### src/rtl/deterministic_updater_pkg.sv
// Shared types and helpers for the deterministic unary-stream weight updater.
// Holds the FSM state type, the stream-mode selectors and the bit-reversal helper.
package deterministic_updater_pkg;

   typedef enum logic [1:0] {IDLE, RUN, APPLY} state_t;

   localparam int MODE_CLKDIV = 0;
   localparam int MODE_BITREV = 1;

   // Reverses the low w bits of v; the bits above w come back as zero.
   function automatic logic [31:0] bitrev(input logic [31:0] v, input int w);
      logic [31:0] r;
      r = '0;
      for (int i = 0; i < w; i++) r[i] = v[w-1-i];
      return r;
   endfunction

endpackage

### src/rtl/deterministic_updater_n_lane.sv
// One update lane: it compares the stream against the operands, counts the ones,
// then adds or subtracts the scaled product from its weight with saturation.
module du_lane
   import deterministic_updater_pkg::*;
#(
   parameter int W    = 8,
   parameter int MODE = MODE_CLKDIV,
   parameter int CW   = 2*W
) (
   input  logic          clk,
   input  logic          rst,
   input  logic          clr,
   input  logic          run,
   input  logic          apply,
   input  logic          load,
   input  logic [CW-1:0] c,
   input  logic [W-1:0]  x,
   input  logic [W-1:0]  delta,
   input  logic          dir,
   input  logic [W-1:0]  w_in,
   output logic [W-1:0]  w
);

   logic [W-1:0]   hi;
   logic [W-1:0]   p;
   logic [2*W-1:0] ones;
   logic [W:0]     sum;
   logic [W:0]     dif;
   logic           s;

   if (MODE == MODE_BITREV) begin : g_rev
      assign hi = W'(bitrev(32'(c), W));
      // A full single-period count already sits at weight scale.
      assign p  = (|ones[2*W-1:W]) ? '1 : ones[W-1:0];
   end else begin : g_div
      assign hi = c[CW-1:W];
      assign p  = ones[2*W-1:W];
      logic unused_lo;
      assign unused_lo = ^ones[W-1:0];
   end

   assign s   = (c[W-1:0] < x) & (hi < delta);
   assign sum = {1'b0, w} + {1'b0, p};
   assign dif = {1'b0, w} - {1'b0, p};

   always_ff @(posedge clk or negedge rst) begin
      if (!rst) begin
         ones <= '0;
         w    <= '0;
      end else begin
         if (clr)      ones <= '0;
         else if (run) ones <= ones + {{(2*W-1){1'b0}}, s};
         if (load)       w <= w_in;
         else if (apply) w <= dir ? (dif[W] ? '0 : dif[W-1:0])
                                  : (sum[W] ? '1 : sum[W-1:0]);
      end
   end

endmodule

### src/rtl/deterministic_updater_n.sv
// N-lane deterministic unary-stream weight updater: the FSM, the shared stream
// counter and the operand latches, with one du_lane per weight.
module deterministic_updater_n
   import deterministic_updater_pkg::*;
#(
   parameter int N    = 2,
   parameter int W    = 8,
   parameter int MODE = MODE_CLKDIV
) (
   input  logic         clk,
   input  logic         rst,
   input  logic         start,
   input  logic [N*W-1:0] x,
   input  logic [N*W-1:0] delta,
   input  logic [N-1:0] dir,
   input  logic         w_load,
   input  logic [N*W-1:0] w_in,
   output logic [N*W-1:0] w_out,
   output logic         busy,
   output logic         done
);

   localparam int CW = (MODE == MODE_BITREV) ? W : 2*W;

   state_t                  state, state_n;
   logic [CW-1:0]           c;
   logic [N-1:0][W-1:0]     x_q, d_q, w_q, wi;
   logic [N-1:0]            dir_q;
   logic                    acc, ld;

   assign acc   = (state == IDLE) & start;
   assign ld    = (state == IDLE) & w_load;
   assign wi    = w_in;
   assign w_out = w_q;

   always_comb begin
      state_n = state;
      case (state)
         IDLE:    if (start) state_n = RUN;
         RUN:     if (&c)    state_n = APPLY;
         APPLY:   state_n = IDLE;
         default: state_n = IDLE;
      endcase
   end

   // Operands are frozen at acceptance so the inputs may move during RUN.
   always_ff @(posedge clk or negedge rst) begin
      if (!rst) begin
         state <= IDLE;
         c     <= '0;
         x_q   <= '0;
         d_q   <= '0;
         dir_q <= '0;
         busy  <= 1'b0;
         done  <= 1'b0;
      end else begin
         state <= state_n;
         busy  <= (state_n != IDLE);
         done  <= (state == APPLY);
         if (acc) begin
            c     <= '0;
            x_q   <= x;
            d_q   <= delta;
            dir_q <= dir;
         end else if (state == RUN) begin
            c <= c + 1'b1;
         end
      end
   end

   for (genvar i = 0; i < N; i++) begin : g_lane
      du_lane #(.W(W), .MODE(MODE), .CW(CW)) u_lane (
         .clk   (clk),
         .rst   (rst),
         .clr   (acc),
         .run   (state == RUN),
         .apply (state == APPLY),
         .load  (ld),
         .c     (c),
         .x     (x_q[i]),
         .delta (d_q[i]),
         .dir   (dir_q[i]),
         .w_in  (wi[i]),
         .w     (w_q[i])
      );
   end

endmodule

### config.mk
export PLATFORM = sky130hd
export DESIGN_NAME = deterministic_updater_n
export DESIGN_NICKNAME = d
export VERILOG_FILES = /design/src/rtl/deterministic_updater_pkg.sv /design/src/rtl/deterministic_updater_n_lane.sv /design/src/rtl/deterministic_updater_n.sv
export SDC_FILE = /design/constraint.sdc
export NUM_CORES = 1
export LEC_CHECK = 0
export ABC_AREA = 1
export CORE_MARGIN = 4
export CORE_UTILIZATION = 55
export CTS_CLUSTER_SIZE = 14
export DETAILED_ROUTE_END_ITERATION = 12
export GPL_ROUTABILITY_DRIVEN = 0
export PLACE_DENSITY_LB_ADDON = 0.05
export SLEW_MARGIN = 25
export SYNTH_ARGS = -nofsm -noshare
export SYNTH_HDL_FRONTEND = slang
export SYNTH_SLANG_ARGS = --single-unit
### constraint.sdc
create_clock -name clk -period 3.69 [get_ports clk]
set_input_delay 0.369 -clock clk [delete_from_list [all_inputs] [get_ports clk]]
set_output_delay 0.369 -clock clk [all_outputs]
set_load 0.05 [all_outputs]
After elaboration in Yosys (flattened, before gate mapping). Index checks and enable logic that the tools add are counted.

Multiplexer cells: 19. Equality and inequality tests: 2. Add/subtract/negate cells: 7. Reduce and logical (&&, ||, !) cells: 5. Magnitude comparators: 4. Bitwise operators: 4.

Operator list (number): $mux 16 (6); $mux 8 (10); $add 16x1->16 (2); $lt 8x8->1 (4); $add 8x8->9 (2); $sub 8x8->9 (2); $add 16x1->16 const B (1); $reduce_and 16->1 (1); $reduce_bool 2->1 (3); $and 1x1->1 (4); $mux 2 (2); $pmux 2 s2 (1); $eq 2x1->1 const B (1); $eq 2x2->1 const B (1); $logic_not 2->1 (1).

Register bits: 102. Output and inout bits: 18. Logic and storage cells: 54. Input bits: 54.

Logic depth before layout (Yosys ltp).
Depth in word-level cells: 5. Gate-level depth with buffers: 18. Depth with buffers taken out: 18.

Hierarchy. Synthesis repeated with hierarchy kept, for this count alone.

Cell total of the unflattened synthesis: 1035. Area, all modules: 7345.8 um2.

By module, submodules not included: du_lane (g_lane[0].u_lane) (area an instance 2522.4 um2, cells each 382, instances 1, seq. area each 600.6 um2); du_lane (g_lane[1].u_lane) (area an instance 2421.1 um2, cells each 359, instances 1, seq. area each 600.6 um2); deterministic_updater_n (area an instance 2402.3 um2, cells each 294, instances 1, seq. area each 1351.3 um2).

Worst setup path before layout. Ideal clock, no wire load.

Path kind: register to register. Start: register c[3]. End: register g_lane[1].u_lane.ones[10]. Path buffers: 0. Period minus slack after synthesis: 2370 ps. Required time: 3573 ps. Arrival: 2252 ps. Setup slack: 1320 ps. Stages on the path, launching flop included: 16. Library setup time: 117 ps. Cell sequence: dfrtp_1 ha_1 a21oi_1 o21ai_0 nor3b_1 nor3_1 ha_1 nand2_1 nor3_2 nand3_1 nor2_1 nand2_1 nor2_2 nand2_1 nand3_1 nand2_1.

Cells in the longest elaborated chain, start to end: 5.

Ends and longest elaborated chain: start, declared (line deterministic_updater_n.sv:26) `logic [CW-1:0] c;`; start signal, assigned (line deterministic_updater_n.sv:66) `c <= c + 1'b1;`; $lt 8x8->1 (line deterministic_updater_n_lane.sv:42) `assign s = (c[W-1:0] < x) & (hi < delta);`; $and 1x1->1 (line deterministic_updater_n_lane.sv:42); $add 16x1->16 (line deterministic_updater_n_lane.sv:52) `else if (run) ones <= ones + {{(2*W-1){1'b0}}, s};`; $mux 16 (line deterministic_updater_n_lane.sv:52); $mux 16 (line deterministic_updater_n_lane.sv:51) `if (clr) ones <= '0;`; end signal, assigned (line deterministic_updater_n_lane.sv:52); end, declared (line deterministic_updater_n_lane.sv:26) `logic [2*W-1:0] ones;`.

No other way between the ends. The select of a mux whose other input is x is not followed. A chain may end at the register's enable or synchronous reset.

Worst setup path in the final report.
Start: register c[1]. End: register g_lane[0].u_lane.ones[12].

Cells in the longest elaborated chain, start to end: 5.

Ends and longest elaborated chain (line): $lt 8x8->1 (deterministic_updater_n_lane.sv:42); $and 1x1->1 (deterministic_updater_n_lane.sv:42); $add 16x1->16 (deterministic_updater_n_lane.sv:52); $mux 16 (deterministic_updater_n_lane.sv:52); $mux 16 (deterministic_updater_n_lane.sv:51); end signal, assigned (deterministic_updater_n_lane.sv:52); end, declared (deterministic_updater_n_lane.sv:26).

No other way between the ends. The select of a mux whose other input is x is not followed.

==> results.md <==
* Outcome: finished, final reports clean
* Worst slew pin tran at 0.941 ns
* Worst-path maximum fanout at 5
* TNS Setup at 0 ns
* Synth Register Bits at 102
* Vias at 6358
* GRT overflow at 0
* Pin count of the biggest net entering global routing at 73
* Area after DPL at 7990 sq um
* CTS clock-pin slew for the worst setup and hold paths at 0.07 ns
* Post-synthesis sequential area ratio at 0.358
* Initial Util at 0.563
* Layout Skew at 0.00680 ns
* Post-synth EDFFs at 0
* DRT Pass-1 Iters at 5
* RSZ-0062 raised after global routing: false
* Largest family of logic cells by synthesized area: simple AND/OR/NAND/NOR gates
* Fraction of the mapped netlist area in adder cells at 0.125
* Post-Place Setup Slack at 0.965 ns
* # rows at 41
* Synth top area share at 0.358
* Worst setup EP type: flop
* Max Cap Violations at 0
* Fin area at 8260 sq um
* Hold Slack at 0.147 ns
* CP max-delay cell: dfrtp_1
* Slew Limit Fails at 0
* CP Class: reg -> reg
* XOR/XNOR share of the synthesized area at 0.00491
* Crit path from: c[1]
* Initial drt markers at 392
* Clock sink count at 102
* Initial antenna violation count at 0
* Tot Pwr at 5.29 mW
* Mux share of post-synthesis cell area at 0
* Core ar. at 12700 sq um
* Total CTS buffers at 9
* Top_reg_cell synth: dfrtp_1
* Post-layout nets at 1173
* Async SR Flop Fraction at 1.00
* Post_cts resized at 0
* Commonest cells post-synth: nand2_1 (270), inv_1 (165), dfrtp_1 (102), o21ai_0 (92), nand3_1 (74)
* Post-Layout Cell Count at 1227
* Clk buf depth at 2
* DIE AREA at 14900 sq um
* Detail Route Antenna Nets at 0
* Worst EP required at 3.99 ns
* CTS H-tree lvls at 3
* Cell family with the largest share of critical-path delay: simple AND/OR/NAND/NOR gates
* Avg WL per Cell at 13.2 microns
* Mapped Avg Cell Area at 7.25 sq um
* Mapped cell area at 7140 sq um
* Vias per cell at 5.18
* Synth Area in Simple Gates at 0.269
* Most used cell, CP: nand2_1
* Crit path largest cell delay at 0.43 ns
* Most area-consuming cells after synthesis: dfrtp_1 (36%), nand2_1 (14%), ha_1 (11%), inv_1 (8.7%), o21ai_0 (6.5%)
* First-pass GRT wire length at 27.3 mm
* Share of cells above drive strength 1 at 0.0436
* Port bufs at 71
* # DRC at 0
* Pwr dens at 640 nW/um^2
* Final Util at 0.652
* Yosys warns at 0
* Post-Place Cells at 1211
* Tot GR Track Use at 0.228
* Chip width at 122 microns
* Top Ports at 72
* Drt total wl at 16.2 mm
* Class of the worst hold path: in -> async
* Synth Area in Compound Gates at 0.136
* Tcrit/Tclk final at 0.738
* TritonCTS clock tree: built
* Area growth, synth to finish at 15.7%
* Number of setup violations in the final report at 0
* # fillers at 1174
* Top-count cell post-synth: nand2_1
* Setup WS post-layout at 0.968 ns
* Rel. slew slack at 0.373
* Clock latency on the worst-skew pair at 0.35 ns
* Leakage at 4.37 nW
* CP Cell Sequence: ha_1 -> a21oi_1 -> o21ai_0 -> nor3b_1 -> nor3_1 -> ha_1 -> nand2_1 -> inv_1 -> nand2_1 -> nor2_2 -> nand3_2 -> nor3_1 -> nand2_1 -> o21ai_0 -> nand2_1 -> inv_1
* F_max at 0.367 GHz
* CTS Hold Bufs at 0
* Yosys cell types at 44
* Leading area contributor after synthesis: dfrtp_1
* CP startpoint kind: flop
* Final Critical Period at 2.72 ns
* Crit path buffers/inverters at 2
* CTS Root Buffer Type: clkbuf_16
* Post-CTS Setup Repair Bufs at 0
* WP data arrival at 3.02 ns
* Hpwl dp at 12.1 mm
* Final hold vios at 0
* Ant diodes at 0
* Post-synthesis net count at 1108
* Worst r2r src: c[1]
* Die height at 122 microns
* Worst VDD drop at 0.388 mV
* Synth Instances at 985
* Vias in the first global route at 5871
flip-flops by register name, indices dropped and copies added (netlist names):
register	cells
state	2
x_q	16
dir_q	2
done	1
g_lane.u_lane.ones	32
c	16
g_lane.u_lane.w	16
d_q	16
busy	1
cells in the final DEF (no fill, tap or decap), types with 21 or more instances in the layout:
cell / n
ha_1: 65
clkdlybuf4s50_1: 70
inv_1: 165
nor2_1: 40
nand2_1: 270
nand4_1: 21
dfrtp_1: 102
o21ai_0: 92
nand3_1: 74
a21oi_1: 49
worst paths after layout:
| check | end | slack [ns] | cells after the start |
|---|---|---|---|
| max | g_lane[0].u_lane.ones[12] | 0.97 | 16 |
| min | g_lane[1].u_lane.w[5] | 0.15 | 1 |
| max reg2reg | g_lane[0].u_lane.ones[12] | 0.97 | 16 |
| min reg2reg | x_q[8] | 0.49 | 2 |
| max in group asynchronous | x_q[5] | 2.75 | 2 |
| min in group clk | x_q[8] | 0.49 | 2 |
kinds of logic (layout without fill, tap and decap cells):
logic type               Yosys count  in the layout
adder cells (fa/ha/maj)           69             69
AO/OA/AOI/OAI                    176            176
XOR/XNOR                           4              4
flip-flops                       102            102
buffers and inverters            194            264
AND/OR/NAND/NOR                  440            440
layer usage:
| metal | vias up | global-route usage | wire length [microns] |
|---|---|---|---|
| li1 | 3310 | - | - |
| met1 | 2923 | 0.313 | 7930 |
| met2 | 111 | 0.376 | 7570 |
| met5 | - | 0 | 0 |
| met3 | 14 | 0.0446 | 556 |
| met4 | 0 | 0.0504 | 153 |
final cells by class:
type | count | area (sq um) | area share
multi-input cells | 689 | 3820 | 0.463
flip-flops and latches | 102 | 2550 | 0.309
repair buffers | 77 | 753 | 0.0912
inverters | 171 | 644 | 0.0780
clock buffers | 11 | 233 | 0.0282
well taps | 172 | 215 | 0.0261
clock inverters | 5 | 41.3 | 0.00500
worst reg2reg max path, cell delays in order, from the launching register on:
cell	delay, ns
dfrtp_1	0.43
ha_1	0.30
a21oi_1	0.15
o21ai_0	0.12
nor3b_1	0.16
nor3_1	0.28
ha_1	0.20
nand2_1	0.04
inv_1	0.06
nand2_1	0.07
nor2_2	0.14
nand3_2	0.11
nor3_1	0.31
nand2_1	0.08
o21ai_0	0.10
nand2_1	0.07
inv_1	0.05
power by group:
part / total (mW) / internal [mW] / switching [mW] / leakage [nW]
Combinational: 2.65 / 1.00 / 1.65 / 2.93
Sequential: 1.72 / 1.44 / 0.283 / 1.31
Clock: 0.911 / 0.467 / 0.444 / 0.132
Total: 5.29 / 2.91 / 2.38 / 4.37
No activity file was read; power rests on OpenSTA's default activity.
